## config.mk

```make
export PLATFORM = sky130hd
export DESIGN_NAME = fetch_unit_flat
export DESIGN_NICKNAME = d
export VERILOG_FILES = /design/src/rtl/fetch_unit_pkg.sv /design/src/rtl/fetch_unit_if.sv /design/src/rtl/fetch_unit_queue.sv /design/src/rtl/fetch_unit.sv /design/src/flat_wrapper.sv
export SDC_FILE = /design/constraint.sdc
export NUM_CORES = 1
export LEC_CHECK = 0
export BUFFER_PORTS_ARGS = -buffer_cell sky130_fd_sc_hd__clkbuf_2
export CAP_MARGIN = 10
export CELL_PAD_IN_SITES_DETAIL_PLACEMENT = 1
export CELL_PAD_IN_SITES_GLOBAL_PLACEMENT = 2
export CORE_UTILIZATION = 40
export DETAILED_ROUTE_END_ITERATION = 10
export PLACE_DENSITY_LB_ADDON = 0.1
export SLEW_MARGIN = 25
export SYNTH_ARGS = -nofsm -noshare
export SYNTH_HDL_FRONTEND = slang
export SYNTH_HIERARCHICAL = 1
export SYNTH_SLANG_ARGS = --single-unit
```

## constraint.sdc

```tcl
create_clock -name clk_in -period 9.7 [get_ports clk_in]
set_input_delay 0.485 -clock clk_in [delete_from_list [all_inputs] [get_ports clk_in]]
set_output_delay 0.485 -clock clk_in [all_outputs]
set_load 0.03 [all_outputs]
```

## src/rtl/fetch_unit_pkg.sv

```systemverilog
// Shared types for the instruction-fetch stage: bus widths, reset PC default,
// FSM state encoding and the fetch-queue entry layout.
package fetch_unit_pkg;

  typedef logic [31:0] AddressBus;
  typedef logic [31:0] InstBus;

  localparam AddressBus RESET_PC_DEFAULT = 32'h0000_0000;

  typedef enum logic [1:0] {
    ST_IDLE,
    ST_WAIT,
    ST_DROP
  } fetch_state_e;

  typedef struct packed {
    InstBus    inst;
    AddressBus pc;
    logic      taken;
  } fq_entry_t;

endpackage

```

## src/rtl/fetch_unit_if.sv

```systemverilog
// Fetch-stage bus bundle: i-cache request/response, predictor lookup,
// decode-side queue head handshake and commit redirect.
interface fetch_unit_if;
  import fetch_unit_pkg::*;

  logic      icache_req_out;
  AddressBus icache_addr_out;
  logic      icache_ack_in;
  InstBus    icache_inst_in;
  AddressBus pred_pc_out;
  AddressBus pred_next_pc_in;
  logic      pred_taken_in;
  logic      inst_valid_out;
  InstBus    inst_out;
  AddressBus inst_pc_out;
  logic      inst_pred_taken_out;
  logic      inst_ready_in;
  logic      flush_in;
  AddressBus flush_pc_in;

  modport master (
    output icache_req_out, icache_addr_out, pred_pc_out,
           inst_valid_out, inst_out, inst_pc_out, inst_pred_taken_out,
    input  icache_ack_in, icache_inst_in, pred_next_pc_in, pred_taken_in,
           inst_ready_in, flush_in, flush_pc_in
  );

  modport slave (
    input  icache_req_out, icache_addr_out, pred_pc_out,
           inst_valid_out, inst_out, inst_pc_out, inst_pred_taken_out,
    output icache_ack_in, icache_inst_in, pred_next_pc_in, pred_taken_in,
           inst_ready_in, flush_in, flush_pc_in
  );

endinterface

```

## src/rtl/fetch_unit_queue.sv

```systemverilog
// fetch_queue: circular buffer of fetched instructions; pointers carry one
// extra wrap bit so full and empty are distinguishable.
module fetch_queue
  import fetch_unit_pkg::*;
#(
  parameter int unsigned DEPTH = 4,
  localparam int unsigned IW    = $clog2(DEPTH),
  localparam int unsigned PTR_W = IW + 1
) (
  input  logic             clk_in,
  input  logic             rst_in,
  input  logic             i_push,
  input  logic             i_pop,
  input  logic             i_flush,
  input  fq_entry_t        i_data,
  output fq_entry_t        o_head,
  output logic [PTR_W-1:0] o_count,
  output logic             o_full,
  output logic             o_empty
);

  logic [PTR_W-1:0] r_head;
  logic [PTR_W-1:0] r_tail;
  fq_entry_t        r_mem [DEPTH];

  always_ff @(posedge clk_in or negedge rst_in) begin
    if (!rst_in) begin
      r_head <= '0;
      r_tail <= '0;
      for (int unsigned i = 0; i < DEPTH; i++) begin
        r_mem[i] <= '0;
      end
    end else if (i_flush) begin
      r_head <= '0;
      r_tail <= '0;
    end else begin
      if (i_push) begin
        r_mem[r_tail[IW-1:0]] <= i_data;
        r_tail                <= r_tail + PTR_W'(1);
      end
      if (i_pop) begin
        r_head <= r_head + PTR_W'(1);
      end
    end
  end

  assign o_head  = r_mem[r_head[IW-1:0]];
  assign o_count = r_tail - r_head;
  assign o_full  = (o_count == PTR_W'(DEPTH));
  assign o_empty = (r_head == r_tail);

endmodule

```

## src/rtl/fetch_unit.sv

```systemverilog
// Instruction-fetch stage: owns the fetch PC, keeps one i-cache request in
// flight and buffers results for decode. FETCH_PREDICT_EN enables predictor use.
module fetch_unit
  import fetch_unit_pkg::*;
#(
  parameter int unsigned QUEUE_DEPTH = 4,
  parameter AddressBus   RESET_PC    = RESET_PC_DEFAULT
) (
  input  logic         clk_in,
  input  logic         rst_in,
  input  logic         rdy_in,
  fetch_unit_if.master bus
);

  localparam int unsigned CW = $clog2(QUEUE_DEPTH) + 1;

  fetch_state_e r_state, w_state_n;
  AddressBus    r_pc, w_pc_n;
  AddressBus    r_addr, w_addr_n;
  logic         r_req, w_req_n;
  logic         w_push, w_pop, w_qflush;
  fq_entry_t    w_push_data, w_head;
  logic [CW-1:0] w_count, w_count_after_ack;
  logic         w_full, w_empty;
  AddressBus    w_next_pc;
  logic         w_taken;

`ifdef FETCH_PREDICT_EN
  assign w_next_pc = bus.pred_next_pc_in;
  assign w_taken   = bus.pred_taken_in;
`else
  logic w_unused_pred;
  assign w_next_pc     = r_addr + 32'd4;
  assign w_taken       = 1'b0;
  assign w_unused_pred = ^{bus.pred_next_pc_in, bus.pred_taken_in};
`endif

  assign w_pop             = ~w_empty & bus.inst_ready_in & ~bus.flush_in;
  assign w_count_after_ack = w_count + CW'(1) - CW'(w_pop);
  assign w_push_data       = '{inst: bus.icache_inst_in, pc: r_addr, taken: w_taken};

  fetch_queue #(.DEPTH(QUEUE_DEPTH)) u_queue (
    .clk_in  (clk_in),
    .rst_in  (rst_in),
    .i_push  (w_push & rdy_in),
    .i_pop   (w_pop & rdy_in),
    .i_flush (w_qflush & rdy_in),
    .i_data  (w_push_data),
    .o_head  (w_head),
    .o_count (w_count),
    .o_full  (w_full),
    .o_empty (w_empty)
  );

  always_comb begin
    w_state_n = r_state;
    w_pc_n    = r_pc;
    w_req_n   = r_req;
    w_addr_n  = r_addr;
    w_push    = 1'b0;
    w_qflush  = 1'b0;
    if (bus.flush_in) begin
      w_qflush = 1'b1;
      w_pc_n   = bus.flush_pc_in;
      // An issued request must still complete; its ack is absorbed in DROP.
      if (r_state != ST_IDLE) begin
        if (bus.icache_ack_in) begin
          w_req_n   = 1'b0;
          w_state_n = ST_IDLE;
        end else begin
          w_state_n = ST_DROP;
        end
      end
    end else begin
      case (r_state)
        ST_IDLE: begin
          if (!w_full) begin
            w_req_n   = 1'b1;
            w_addr_n  = r_pc;
            w_state_n = ST_WAIT;
          end
        end
        ST_WAIT: begin
          if (bus.icache_ack_in) begin
            w_push = 1'b1;
            w_pc_n = w_next_pc;
            if (w_count_after_ack < CW'(QUEUE_DEPTH)) begin
              w_addr_n = w_next_pc;
            end else begin
              w_req_n   = 1'b0;
              w_state_n = ST_IDLE;
            end
          end
        end
        ST_DROP: begin
          if (bus.icache_ack_in) begin
            w_req_n   = 1'b0;
            w_state_n = ST_IDLE;
          end
        end
        default: w_state_n = ST_IDLE;
      endcase
    end
  end

  always_ff @(posedge clk_in or negedge rst_in) begin
    if (!rst_in) begin
      r_state <= ST_IDLE;
      r_pc    <= RESET_PC;
      r_req   <= 1'b0;
      r_addr  <= '0;
    end else if (rdy_in) begin
      r_state <= w_state_n;
      r_pc    <= w_pc_n;
      r_req   <= w_req_n;
      r_addr  <= w_addr_n;
    end
  end

  assign bus.icache_req_out      = r_req;
  assign bus.icache_addr_out     = r_addr;
  assign bus.pred_pc_out         = r_pc;
  assign bus.inst_valid_out      = ~w_empty;
  assign bus.inst_out            = w_head.inst;
  assign bus.inst_pc_out         = w_head.pc;
  assign bus.inst_pred_taken_out = w_head.taken;

endmodule

```

## src/flat_wrapper.sv

```systemverilog
// flat-port wrapper written by rule: the top's interface ports become plain ports
module fetch_unit_flat import fetch_unit_pkg::*;
#(
  parameter int unsigned QUEUE_DEPTH = 4,
  parameter AddressBus   RESET_PC    = RESET_PC_DEFAULT
)
  (clk_in, rst_in, rdy_in, bus_icache_req_out, bus_icache_addr_out, bus_pred_pc_out, bus_inst_valid_out, bus_inst_out, bus_inst_pc_out, bus_inst_pred_taken_out, bus_icache_ack_in, bus_icache_inst_in, bus_pred_next_pc_in, bus_pred_taken_in, bus_inst_ready_in, bus_flush_in, bus_flush_pc_in);
  fetch_unit_if bus_i ();
  input  logic clk_in;
  input  logic rst_in;
  input  logic rdy_in;
  output wire logic [$bits(bus_i.icache_req_out)-1:0] bus_icache_req_out;
  output wire logic [$bits(bus_i.icache_addr_out)-1:0] bus_icache_addr_out;
  output wire logic [$bits(bus_i.pred_pc_out)-1:0] bus_pred_pc_out;
  output wire logic [$bits(bus_i.inst_valid_out)-1:0] bus_inst_valid_out;
  output wire logic [$bits(bus_i.inst_out)-1:0] bus_inst_out;
  output wire logic [$bits(bus_i.inst_pc_out)-1:0] bus_inst_pc_out;
  output wire logic [$bits(bus_i.inst_pred_taken_out)-1:0] bus_inst_pred_taken_out;
  input wire logic [$bits(bus_i.icache_ack_in)-1:0] bus_icache_ack_in;
  input wire logic [$bits(bus_i.icache_inst_in)-1:0] bus_icache_inst_in;
  input wire logic [$bits(bus_i.pred_next_pc_in)-1:0] bus_pred_next_pc_in;
  input wire logic [$bits(bus_i.pred_taken_in)-1:0] bus_pred_taken_in;
  input wire logic [$bits(bus_i.inst_ready_in)-1:0] bus_inst_ready_in;
  input wire logic [$bits(bus_i.flush_in)-1:0] bus_flush_in;
  input wire logic [$bits(bus_i.flush_pc_in)-1:0] bus_flush_pc_in;
  assign bus_icache_req_out = bus_i.icache_req_out;
  assign bus_icache_addr_out = bus_i.icache_addr_out;
  assign bus_pred_pc_out = bus_i.pred_pc_out;
  assign bus_inst_valid_out = bus_i.inst_valid_out;
  assign bus_inst_out = bus_i.inst_out;
  assign bus_inst_pc_out = bus_i.inst_pc_out;
  assign bus_inst_pred_taken_out = bus_i.inst_pred_taken_out;
  assign bus_i.icache_ack_in = bus_icache_ack_in;
  assign bus_i.icache_inst_in = bus_icache_inst_in;
  assign bus_i.pred_next_pc_in = bus_pred_next_pc_in;
  assign bus_i.pred_taken_in = bus_pred_taken_in;
  assign bus_i.inst_ready_in = bus_inst_ready_in;
  assign bus_i.flush_in = bus_flush_in;
  assign bus_i.flush_pc_in = bus_flush_pc_in;
  fetch_unit #(.QUEUE_DEPTH(QUEUE_DEPTH), .RESET_PC(RESET_PC)) u_core (.clk_in(clk_in), .rst_in(rst_in), .rdy_in(rdy_in), .bus(bus_i));
endmodule
```

==> metrics.md, run 1 <==
| Metric | Value |
|---|---|
| Critical path class | `register to register` |
| R2R Path End | `u_core/bus.icache_addr_out[21]` |
| Final setup fails | `0` |
| Setup Buffers After CTS | `0` |
| Hold Path Stages | `2` |
| Clock Skew | `about 15 ps` |
| Post-synthesis cell count | `1176` |
| Violated checks | `design-rule violations` |
| Final Worst Setup Slack | `roughly 5500 ps` |
| Die W | `~210 µm` |
| Layout area overhead | `15.22%` |
| Register bit total from synthesis | `about 330` |
| Type of the worst min-delay path | `input pin to register` |
| Sequential area share after synthesis | `0.4955` |
| Mapped cell area | `0.01682 mm²` |
| Worst-Margin Slew | `around 1000 ps` |
| Antenna violations before repair | `3` |
| Vias in the first global route | `roughly 12000` |
| Worst Setup End Kind | `register` |
| CP Buf/Inv Count | `2` |
| Setup TNS | `0 ps` |
| Top-Level Pins | `approximately 230` |
| Status | `complete, but fails checks` |
| Max Freq | `around 240 MHz` |
| Critical Path AT | `4590 ps` |
| DRC | `24` |
| DP Worst Slack | `between 5000 and 6000 ps` |
| Critical path's slowest cell | `a211o_1` |
| Rows | `between 70 and 80` |
| Slew Limit Headroom | `0.3032` |
| CP Launch Point | `u_core/u_queue/r_head[0]` |
| EDFF count, synth | `0` |
| DRT Pass-1 Iters | `7` |
| All-layer global routing usage | `0.2110` |
| Iteration-0 DRC Markers | `~510` |
| CTS resizes | `0` |
| Largest net degree at the start of global routing | `83` |
| MaxCap Viol Count | `0` |
| CTS HTree Levels | `2` |
| Worst Setup EP | `u_core/bus.icache_addr_out[21]` |
| Max Root-Sink Buffers | `3` |
| Worst EP required | `between 10000 and 15000 ps` |
| Maximum fanout along the worst path | `29` |
| FFs w/ async S/R, synth | `1.000` |
| Final HPWL DP | `27360 µm` |
| # clock sinks | `around 330` |
| Routed len/inst | `~23 µm` |
| Routed WL | `43870 µm` |
| Worst r2r path cells | `11` |
| PortBufs | `200` |
| P_leak | `approximately 9.5 nW` |
| Final Cycle Share | `0.4290` |
| Peak VDD IR | `between 100 and 150 µV` |
| Share of cells above drive strength 1 | `0.4484` |
| CP cell instances | `buf_16, ha_1, inv_1, fa_1, or3b_2, mux2i_1, nand2_1, o21ai_0, a211o_1, a21oi_1, o22a_1` |
| Num CTS Buffers | `40` |
| Slew Limit Fails | `0` |
| Cell Pwr Density | `337.8 mW/mm²` |
| Final Util | `0.4713` |
| Tot Pwr | `6.545 mW` |
| Vias | `roughly 10000` |
| RePlAce Congestion | `about 0.73` |
| Routed Antenna Nets | `0` |
| CTS tree | `yes` |
| Core box area | `0.04111 mm²` |
| First-pass GRT wire length | `around 70000 µm` |
| Final hold vios | `0` |
| Post-synth cell types | `65` |
| CP Launch Type | `register` |
| Min Tclk post-route | `about 4200 ps` |
| Clk_lat worst skew | `around 550 ps` |
| DR vias/cell | `about 5.4` |
| Commonest non-fill, non-tap cell in the layout | `dfrtp_1` |
| Root buffer cell | `clkbuf_16` |
| Most frequent cells in the layout | `dfrtp_1 (331), mux2_4 (200), clkbuf_2 (199)` |
| Unrepaired setup endpoints after global routing | `false` |
| Synth warn | `6` |
| Starting Density | `0.4091` |
| CP max stage delay | `820 ps` |
| Levels on crit path | `11` |
| Syn_area_per_cell | `14.30 µm²` |
| CTS clock-pin slew for the worst setup and hold paths | `around 60 ps` |
| Post-synth top flop | `dfrtp_1` |
| Worst r2r src | `u_core/u_queue/r_head[0]` |
| Congestion Overflow GR | `0` |
| Critical path's top delay family | `compound AO/OA/AOI/OAI gates` |
| Die Footprint | `approximately 0.043 mm²` |
| Die span in y | `about 210 µm` |
| R2R Setup Slk | `approximately 5500 ps` |
| Final Net Count | `approximately 1500` |
## worst min-delay path by stage
stage / start / endpoint / slack (ps)
detailed placement: rst_in / u_core/u_queue/r_mem[249] / 440
CTS: bus_icache_inst_in[0] / u_core/u_queue/r_mem[33] / 190
global placement: rst_in / u_core/u_queue/r_mem[249] / 450
finish: bus_icache_inst_in[9] / u_core/u_queue/r_mem[172] / 220
global route: bus_icache_inst_in[1] / u_core/u_queue/r_mem[34] / 210
floorplan: rst_in / u_core/bus.icache_addr_out[0] / 190
## metal layers
metal | GRT usage | up-vias | wire length, µm
met5 | 0 | - | 13
met4 | 0.05224 | 2 | 727
met3 | 0.03669 | 54 | 1808
met2 | 0.3367 | 192 | 20710
met1 | 0.2988 | 5470 | 20610
li1 | - | 4712 | -
## kinds of logic after synthesis
family	synth area share
AND/OR/NAND/NOR	0.06109
adder cells (fa/ha/maj)	0.009375
XOR/XNOR	0.01406
AO/OA/AOI/OAI	0.06644
other	0.0002230
buffers and inverters	0.03735
flip-flops	0.4955
multiplexers	0.3159
## stage by stage
stage	hold slack (ps)	cell area, µm²	cells
2_1_floorplan	189.4	16830	1179
3_3_place_gp	445.6	18060	1841
3_5_place_dp	444.6	18060	1841
4_1_cts	187.6	19310	1915
5_1_grt	214.2	19370	1918
6_report	217.7	19370	1919
## registers in the layout (all words and copies together) (netlist names)
register,flops
u_core/bus.icache_req_out,1
u_core/r_state,2
u_core/u_queue/r_mem,260
u_core/u_queue/r_tail,3
u_core/bus.icache_addr_out,32
u_core/u_queue/r_head,3
u_core/bus.pred_pc_out,32
## what timing repair did
action | in CTS | in global routing
setup endpoints to repair | 0 | 0
hold endpoints to repair | 61 | 0
hold buffers | 1 | 0
## area by class of cell
class                      count  area, µm²
sequential                   333       8341
multi-input combinational    747       7884
fill                        4218      21730
clock inverter                13      101.3
clock buffer                  60       1137
tap                          532      665.6
inverter                      15      56.30
antenna                        2      5.005
timing repair buffer         217       1185
## report_power, final
group,internal [mW],switching [mW],total [mW]
combinational,1.24,1.42,2.66
sequential,1.92,0.527,2.45
clock,0.839,0.596,1.44
total,4.00,2.54,6.54
## synthesized netlist by cell type, drive strengths merged, types with 2 or more instances
cell | n | area share
nand3b | 7 | 0.0061
a2bb2oi | 13 | 0.0068
o41ai | 2 | 0.0010
dfrtp | 333 | 0.50
o21ai | 42 | 0.012
nand4 | 11 | 0.0041
o31ai | 15 | 0.0067
buf | 55 | 0.028
nor2 | 25 | 0.0056
nand3 | 15 | 0.0048
clkbuf | 29 | 0.0065
ha | 11 | 0.0082
nor2b | 5 | 0.0019
xor2 | 10 | 0.0052
o21a | 2 | 0.00089
a21o | 3 | 0.0013
a21oi | 54 | 0.016
a211oi | 3 | 0.0016
a211o | 4 | 0.0021
a221o | 2 | 0.0012
nand2b | 4 | 0.0015
mux4 | 65 | 0.087
and3 | 17 | 0.0063
or3b | 2 | 0.0010
nand2 | 60 | 0.013
nor4 | 6 | 0.0022
o22a | 2 | 0.0010
o22ai | 13 | 0.0048
nor3 | 16 | 0.0048
and2 | 2 | 0.00074
or4 | 3 | 0.0016
mux2 | 260 | 0.22
xnor2 | 17 | 0.0089
a21boi | 2 | 0.00089
and4 | 5 | 0.0026
or2 | 4 | 0.0015
mux2i | 17 | 0.010
a22o | 6 | 0.0031
inv | 15 | 0.0033
a21bo | 3 | 0.0018
## worst reg2reg max path, delay by kind of cell, from the launching register on
| kind | cells | cell delay (ps) |
|---|---|---|
| buf+inv | 2 | 340 |
| mux | 1 | 440 |
| simple gates | 2 | 610 |
| fa+ha+maj | 2 | 680 |
| compound gates | 4 | 1340 |
| flops | 1 | 640 |
(Power assumes the default switching activity.)
==> run 2, diff against run 1 <==
- ABC_AREA: default -> 1
- CORE_UTILIZATION: 40 -> 33
- clock period: 9.7 -> 4.2 ns (I/O delays scaled with it)
==> metrics.md, run 2 <==
| Metric | Value |
|---|---|
| Status | `completed (was complete, but fails checks)` |
| Die span in y | `225.6 µm (was 207.0 µm)` |
| Area of the multi-input gates | `0.006605 mm² (was 0.007884 mm²)` |
| Worst EP required | `3990 ps (was 10130 ps)` |
| Largest cells by area after synthesis | `dfrtp_1 (50%), nand2_1 (15%), o21ai_0 (10%), inv_1 (5.8%), nor2_1 (3.0%) (was dfrtp_1 (50%), mux2_4 (18%), mux4_2 (8.7%), mux2_2 (4.0%), buf_6 (2.0%))` |
| Antenna violations before repair | `0 (was 3)` |
| Flop pwr share | `0.357 (was 0.375)` |
| Max Freq | `~300 MHz` |
| Die Footprint | `0.05091 mm² (was 0.04286 mm²)` |
| Congestion Overflow GR | `0 (unchanged)` |
| Final Util | `0.4051 (was 0.4713)` |
| Grt peak-use layer | `met2 (unchanged)` |
| RePlAce Congestion | `0.7590 (was 0.7297)` |
| Maximum fanout along the worst path | `72 (was 29)` |
| PortBufs | `200 (unchanged)` |
| Largest net degree at the start of global routing | `263 (was 83)` |
| Slew Limit Fails | `0 (unchanged)` |
| Cell Pwr Density | `639.1 mW/mm² (was 337.8 mW/mm²)` |
| Most flops, register | `u_core/u_queue/r_mem (unchanged)` |
| Die W | `225.6 µm (was 207.0 µm)` |
| Slew Limit Headroom | `0.3807 (was 0.3032)` |
| DR vias/cell | `4.760 (was 5.435)` |
| Cell count after placement | `2909 (was 1841)` |
| Routed Antenna Nets | `0 (unchanged)` |
| Post-synthesis cell count | `2151 (was 1176)` |
| Final hold vios | `0 (unchanged)` |
| Worst Setup EP | `bus_inst_pc_out[16] (was u_core/bus.icache_addr_out[21])` |
| Worst Setup End Kind | `primary output (was register)` |
| Iteration-0 DRC Markers | `727 (was 505)` |
| Final HPWL DP | `31470 µm (was 27360 µm)` |
| Max Root-Sink Buffers | `3 (unchanged)` |
| Register bit total from synthesis | `333 (unchanged)` |
| CP Launch Point | `u_core/u_queue/r_head[1] (was u_core/u_queue/r_head[0])` |
| Worst r2r src | `u_core/u_queue/r_tail[0] (was u_core/u_queue/r_head[0])` |
| Critical path class | `register to primary output (was register to register)` |
| R2R Setup Slk | `1330 ps (was 5540 ps)` |
| Post-synth cell types | `35 (was 65)` |
| Peak VDD IR | `258.9 µV (was 127.4 µV)` |
| Routed len/inst | `16.49 µm (was 22.86 µm)` |
| Vias in the first global route | `15040 (was 11510)` |
| Filler cells | `6078 (was 4218)` |
| DP Worst Slack | `1299 ps (was 5228 ps)` |
| Synth top area share | `0.5049 (was 0.4955)` |
| Layout area overhead | `20.64% (was 15.22%)` |
| CTS tree | `yes (unchanged)` |
| Most frequent cell after synthesis | `nand2_1 (was dfrtp_1)` |
| Hold_ws | `27.60 ps (was 217.7 ps)` |
| Worst-Margin Slew | `928.9 ps (was 1045 ps)` |
| Post-synth top flop | `dfrtp_1 (unchanged)` |
| Most frequent cells in the layout | `nand2_1 (655), o21ai_0 (336), dfrtp_1 (331) (was dfrtp_1 (331), mux2_4 (200), clkbuf_2 (199))` |
| Critical Path AT | `3080 ps (was 4590 ps)` |
| Synth warn | `6 (unchanged)` |
| Commonest cells post-synth | `nand2_1 (659), o21ai_0 (336), dfrtp_1 (333) (was dfrtp_1 (333), mux2_4 (200), mux4_2 (65))` |
| Internal power | `7.291 mW (was 4.002 mW)` |
| Final setup fails | `0 (unchanged)` |
| FFs w/ async S/R, synth | `1.000 (unchanged)` |
| Grt met1 use | `0.2787 (was 0.2988)` |
| Syn_nets | `between 2000 and 2500` |
| R2R Path End | `u_core/bus.icache_addr_out[23] (was u_core/bus.icache_addr_out[21])` |
| Switching Fraction | `0.4270 (was 0.3885)` |
| P_leak | `9.371 nW (was 9.492 nW)` |
| Routed WL | `50160 µm (was 43870 µm)` |
| Final Cycle Share | `0.7840` |
| Final Worst Setup Slack | `907.1 ps (was 5539 ps)` |
| Worst r2r path cells | `12 (was 11)` |
| CP Launch Type | `register (unchanged)` |
| Net switching power | `5.434 mW (was 2.543 mW)` |
| Final non-filler cell total | `3041 (was 1919)` |
| Top-Level Pins | `234 (unchanged)` |
| DRC | `0 (was 24)` |
| Rows | `81 (was 74)` |
| # clock sinks | `333 (unchanged)` |
| Core box area | `0.04915 mm² (was 0.04111 mm²)` |
| Min Tclk post-route | `approximately 3300 ps` |
| Root buffer cell | `clkbuf_16 (unchanged)` |
| Grt met3 use | `0.03422 (was 0.03669)` |
| Sequential cell area | `0.008341 mm² (unchanged)` |
| Syn_area_per_cell | `7.672 µm² (was 14.30 µm²)` |
| Max reg flops | `260 (unchanged)` |
| Unrepaired setup endpoints after global routing | `false (unchanged)` |
| MaxCap Viol Count | `0 (unchanged)` |
| CTS clock-pin slew for the worst setup and hold paths | `60 ps (about the same)` |
| Clock power frac | `0.271 (was 0.219)` |
| Num CTS Buffers | `41 (was 40)` |
| All-layer global routing usage | `0.2021 (was 0.2110)` |
| Share of cells above drive strength 1 | `0.1313 (was 0.4484)` |
| EDFF count, synth | `0 (unchanged)` |
| CTS HTree Levels | `2 (unchanged)` |
| Clock Skew | `15.62 ps (was 14.99 ps)` |
| Starting Density | `0.3358 (was 0.4091)` |
| Met2 GRT Util | `0.3306 (was 0.3367)` |
| Setup TNS | `0 ps (unchanged)` |
| Sequential area share after synthesis | `0.5049 (was 0.4955)` |
| Antenna Cells | `0 (was 2)` |
| First-pass GRT wire length | `81640 µm (was 70800 µm)` |
| Commonest non-fill, non-tap cell in the layout | `nand2_1 (was dfrtp_1)` |
| Area leader, netlist | `dfrtp_1 (unchanged)` |
| Final Net Count | `2464 (was 1469)` |
| Design Area, Final | `0.01991 mm² (was 0.01937 mm²)` |
| CTS resizes | `0 (unchanged)` |
| Post-DP Area | `0.01798 mm² (was 0.01806 mm²)` |
| Type of the worst min-delay path | `input pin to register (unchanged)` |
| Mapped cell area | `0.01650 mm² (was 0.01682 mm²)` |
| Vias | `14470 (was 10430)` |
| DRT Pass-1 Iters | `4 (was 7)` |
| Tot Pwr | `12.72 mW (was 6.545 mW)` |
| Combinational power share | `0.372 (was 0.406)` |
| Clk_lat worst skew | `550 ps (about the same)` |
-- run 2: changes by cell type in the layout (fill, tap and decap cells not counted), sizes merged, moves of 60 or more --
| cell | delta |
|---|---|
| inv | +242 |
| o21ai | +316 |
| nor2 | +116 |
| mux2 | -260 |
| mux4 | -65 |
| nand3 | +60 |
| o211ai | +65 |
| nand2 | +606 |
-- run 2: worst min-delay path by stage --
stage / start / to / slack, ps / depth (start not counted)
floorplan: rst_in / u_core/bus.icache_addr_out[0] / -90 / 0
global placement: rst_in / u_core/u_queue/r_mem[119] / 390 / 1
detailed placement: rst_in / u_core/u_queue/r_mem[249] / 380 / 1
CTS: bus_flush_pc_in[30] / u_core/bus.pred_pc_out[30] / 0.4 / 5
global route: bus_flush_pc_in[18] / u_core/bus.pred_pc_out[18] / 50 / 5
finish: bus_flush_pc_in[20] / u_core/bus.pred_pc_out[20] / 30 / 5
-- run 2: what timing repair did --
action                     CTS  global route
hold endpoints to repair   255             0
setup endpoints to repair    0             0
hold buffers                59             0
setup buffers                0             0
-- run 2: layout make-up --
class                           count  area share
Clock inverter                      7    0.004273
Clock buffer                       64     0.06039
Sequential cell                   333      0.4189
Multi-Input combinational cell   1434      0.3317
Timing Repair Buffer              280     0.09414
Tap cell                          664     0.04173
Inverter                          259     0.04883
-- run 2: cell families (layout without fill, tap and decap cells) --
| group | Yosys count | count (layout) | share of synthesized area |
|---|---|---|---|
| buf+inv | 384 | 610 | 0.09712 |
| other cells | 1 | 1 | 0.0002272 |
| compound gates | 519 | 519 | 0.1690 |
| xor+xnor | 6 | 6 | 0.003184 |
| fa+ha+maj | 12 | 12 | 0.009553 |
| flops | 333 | 333 | 0.5049 |
| simple gates | 896 | 896 | 0.2160 |
-- run 2: power by group through the flow --
stage / Clock [mW] / Combinational, mW / Sequential (mW)
after global placement: 0 / 4.69 / 4.58
after CTS: 3.59 / 4.82 / 4.55
final: 3.45 / 4.74 / 4.54
after global routing: 3.69 / 5.29 / 4.65
after floorplan: 0 / 2.84 / 4.84
after detailed placement: 0 / 4.76 / 4.60
-- run 2: layer usage --
layer	up-vias	wire length (µm)
met2	202	22960
met4	0	900
met3	53	1786
met5	-	0
met1	6988	24510
li1	7231	-
-- run 2: critical path, cell delays in order (launching register included) --
cell	delay [ps]
dfrtp_4	400
buf_4	600
buf_4	860
o211ai_1	180
nand2_1	200
clkbuf_2	240
==> run 3, diff against run 2 <==
- clock period: 4.2 -> 3.2 ns (I/O delays scaled with it)
==> metrics.md, run 3 (synthesis results as in run 2) <==
| Metric | Value |
|---|---|
| Status | `completed (unchanged)` |
| CP Buf/Inv Count | `3 (unchanged)` |
| Flop pwr share | `0.356 (was 0.357)` |
| Final Net Count | `2471 (was 2464)` |
| Min Tclk post-route | `roughly 2800 ps` |
| DRC | `0 (unchanged)` |
| Vias | `14410 (was 14470)` |
| Hold_ws | `142.0 ps (was 27.60 ps)` |
| Routed Antenna Nets | `0 (unchanged)` |
| Final setup fails | `0 (unchanged)` |
| Filler cells | `6103 (was 6078)` |
| Max reg flops | `260 (unchanged)` |
| Rows | `81 (unchanged)` |
| Commonest non-fill, non-tap cell in the layout | `nand2_1 (unchanged)` |
| Switching Fraction | `0.4299 (was 0.4270)` |
| Most frequent cells in the layout | `nand2_1 (655), o21ai_0 (336), dfrtp_1 (331) (unchanged)` |
| # clock sinks | `333 (unchanged)` |
| Vias in the first global route | `15280 (was 15040)` |
| Worst EP required | `3040 ps (was 3990 ps)` |
| Final Worst Setup Slack | `351.4 ps (was 907.1 ps)` |
| Net switching power | `7.190 mW (was 5.434 mW)` |
| Slew Limit Headroom | `0.3340 (was 0.3807)` |
| Antenna Cells | `0 (unchanged)` |
| CTS clock-pin slew for the worst setup and hold paths | `50 ps (was 60 ps)` |
| Setup TNS | `0 ps (unchanged)` |
| Final Cycle Share | `0.8902` |
| Top-Level Pins | `234 (unchanged)` |
| Routed WL | `50050 µm (was 50160 µm)` |
| Layout area overhead | `21.32% (was 20.64%)` |
| Most flops, register | `u_core/u_queue/r_mem (unchanged)` |
| Area of the multi-input gates | `0.006605 mm² (unchanged)` |
| CP cell instances | `buf_12, buf_6, a21oi_1, o21ai_0, nand2_1, clkbuf_2 (was buf_4, buf_4, o211ai_1, nand2_1, clkbuf_2)` |
| Peak VDD IR | `368.2 µV (was 258.9 µV)` |
| MaxCap Viol Count | `0 (unchanged)` |
| Routed len/inst | `16.39 µm (was 16.49 µm)` |
| CTS HTree Levels | `2 (unchanged)` |
| Max Freq | `roughly 350 MHz` |
| Worst-Margin Slew | `999.0 ps (was 928.9 ps)` |
| Starting Density | `0.3358 (unchanged)` |
| Share of cells above drive strength 1 | `0.1323 (was 0.1313)` |
| DRT Pass-1 Iters | `5 (was 4)` |
| Clk_lat worst skew | `560 ps (was 550 ps)` |
| Cell Pwr Density | `835.5 mW/mm² (was 639.1 mW/mm²)` |
| Clock power frac | `0.270 (was 0.271)` |
| Internal power | `9.537 mW (was 7.291 mW)` |
| Type of the worst min-delay path | `input pin to register (unchanged)` |
| DR vias/cell | `4.721 (was 4.760)` |
| CP Launch Type | `register (unchanged)` |
| All-layer global routing usage | `0.2044 (was 0.2021)` |
| Num CTS Buffers | `42 (was 41)` |
| Clock Skew | `19.39 ps (was 15.62 ps)` |
| Final HPWL DP | `31840 µm (was 31470 µm)` |
| Critical path's slowest cell | `buf_12 (was buf_4)` |
| Final hold vios | `0 (unchanged)` |
| RePlAce Congestion | `0.7521 (was 0.7590)` |
| Critical Path AT | `2690 ps (was 3080 ps)` |
| Critical path's top delay family | `buffers and inverters (unchanged)` |
| Die Footprint | `0.05091 mm² (unchanged)` |
| Max Root-Sink Buffers | `3 (unchanged)` |
| First-pass GRT wire length | `82370 µm (was 81640 µm)` |
| Core box area | `0.04915 mm² (unchanged)` |
| Combinational power share | `0.375 (was 0.372)` |
| Worst Setup End Kind | `primary output (unchanged)` |
| Die span in y | `225.6 µm (unchanged)` |
| Unrepaired setup endpoints after global routing | `false (unchanged)` |
| CP max stage delay | `540 ps (was 860 ps)` |
| Die W | `225.6 µm (unchanged)` |
| Congestion Overflow GR | `0 (unchanged)` |
| PortBufs | `200 (unchanged)` |
| Critical path class | `register to primary output (unchanged)` |
| P_leak | `9.434 nW (was 9.371 nW)` |
| Maximum fanout along the worst path | `197 (was 72)` |
| Slew Limit Fails | `0 (unchanged)` |
| CTS tree | `yes (unchanged)` |
| Largest net degree at the start of global routing | `198 (was 263)` |
| Iteration-0 DRC Markers | `799 (was 727)` |
| DP Worst Slack | `602.0 ps (was 1299 ps)` |
| Sequential cell area | `0.008341 mm² (unchanged)` |
| Root buffer cell | `clkbuf_16 (unchanged)` |
| Antenna violations before repair | `0 (unchanged)` |
[run 3: worst register-to-register path, cell delays in order, from the launching register on]
cell	delay (ps)
dfrtp_1	400
inv_1	90
ha_2	180
buf_4	460
inv_2	300
a21oi_2	260
inv_1	70
nor2_2	490
nand3_1	160
nand2_1	90
[run 3: per-stage QoR]
stage                     area, µm²  utilization  cells  power [mW]
after floorplan               16500            -   2151       10.09
after global placement        18050       0.3672   2910       12.17
after detailed placement      18050       0.3672   2910       12.31
after CTS                     20020       0.4073   3053       17.04
after global routing          20020       0.4073   3053       17.92
final                         20020       0.4073   3053       16.73
[run 3: power by group through the flow]
| stage | Clock, mW | Sequential [mW] | Combinational [mW] |
|---|---|---|---|
| 3_3_place_gp | 0 | 5.98 | 6.19 |
| 6_report | 4.52 | 5.95 | 6.27 |
| 5_1_grt | 4.85 | 6.09 | 6.97 |
| 4_1_cts | 4.70 | 5.96 | 6.38 |
| 2_1_floorplan | 0 | 6.36 | 3.73 |
| 3_5_place_dp | 0 | 6.02 | 6.28 |
[run 3: final timing paths]
path / cells past startpoint / slack, ps / start / end
setup / recovery: 6 / 350 / u_core/u_queue/r_head[0] / bus_inst_out[7]
hold / removal: 5 / 140 / rdy_in / u_core/bus.icache_addr_out[1]
setup reg to reg: 9 / 650 / u_core/r_state[1] / u_core/bus.icache_addr_out[18]
hold reg to reg: 2 / 480 / u_core/u_queue/r_mem[47] / u_core/u_queue/r_mem[47]
max in group asynchronous: 3 / 2040 / rst_in / u_core/bus.pred_pc_out[15]
min in group asynchronous: 2 / 200 / rst_in / u_core/u_queue/r_mem[56]
[run 3: metal layers]
metal | vias to the layer above | track usage | part of all wire
met2 | 201 | 0.3368 | 0.46
met4 | 0 | 0.05947 | 0.022
met1 | 6924 | 0.2759 | 0.48
li1 | 7235 | - | -
met5 | - | 0 | 0
met3 | 53 | 0.03292 | 0.037
[run 3: final cells by class]
| cell class | count | area share |
|---|---|---|
| Inverter | 259 | 0.04856 |
| Multi-Input combinational cell | 1434 | 0.3299 |
| Timing Repair Buffer | 286 | 0.09805 |
| Clock inverter | 10 | 0.002687 |
| Tap cell | 664 | 0.04149 |
| Sequential cell | 333 | 0.4166 |
| Clock buffer | 67 | 0.06274 |
[run 3: timing repair]
action,4_1_cts,5_1_grt
endpoints found under the setup margin,0,17
resized for setup,0,1
endpoints found under the hold margin,232,0
hold buffers,66,0
setup buffers,0,0
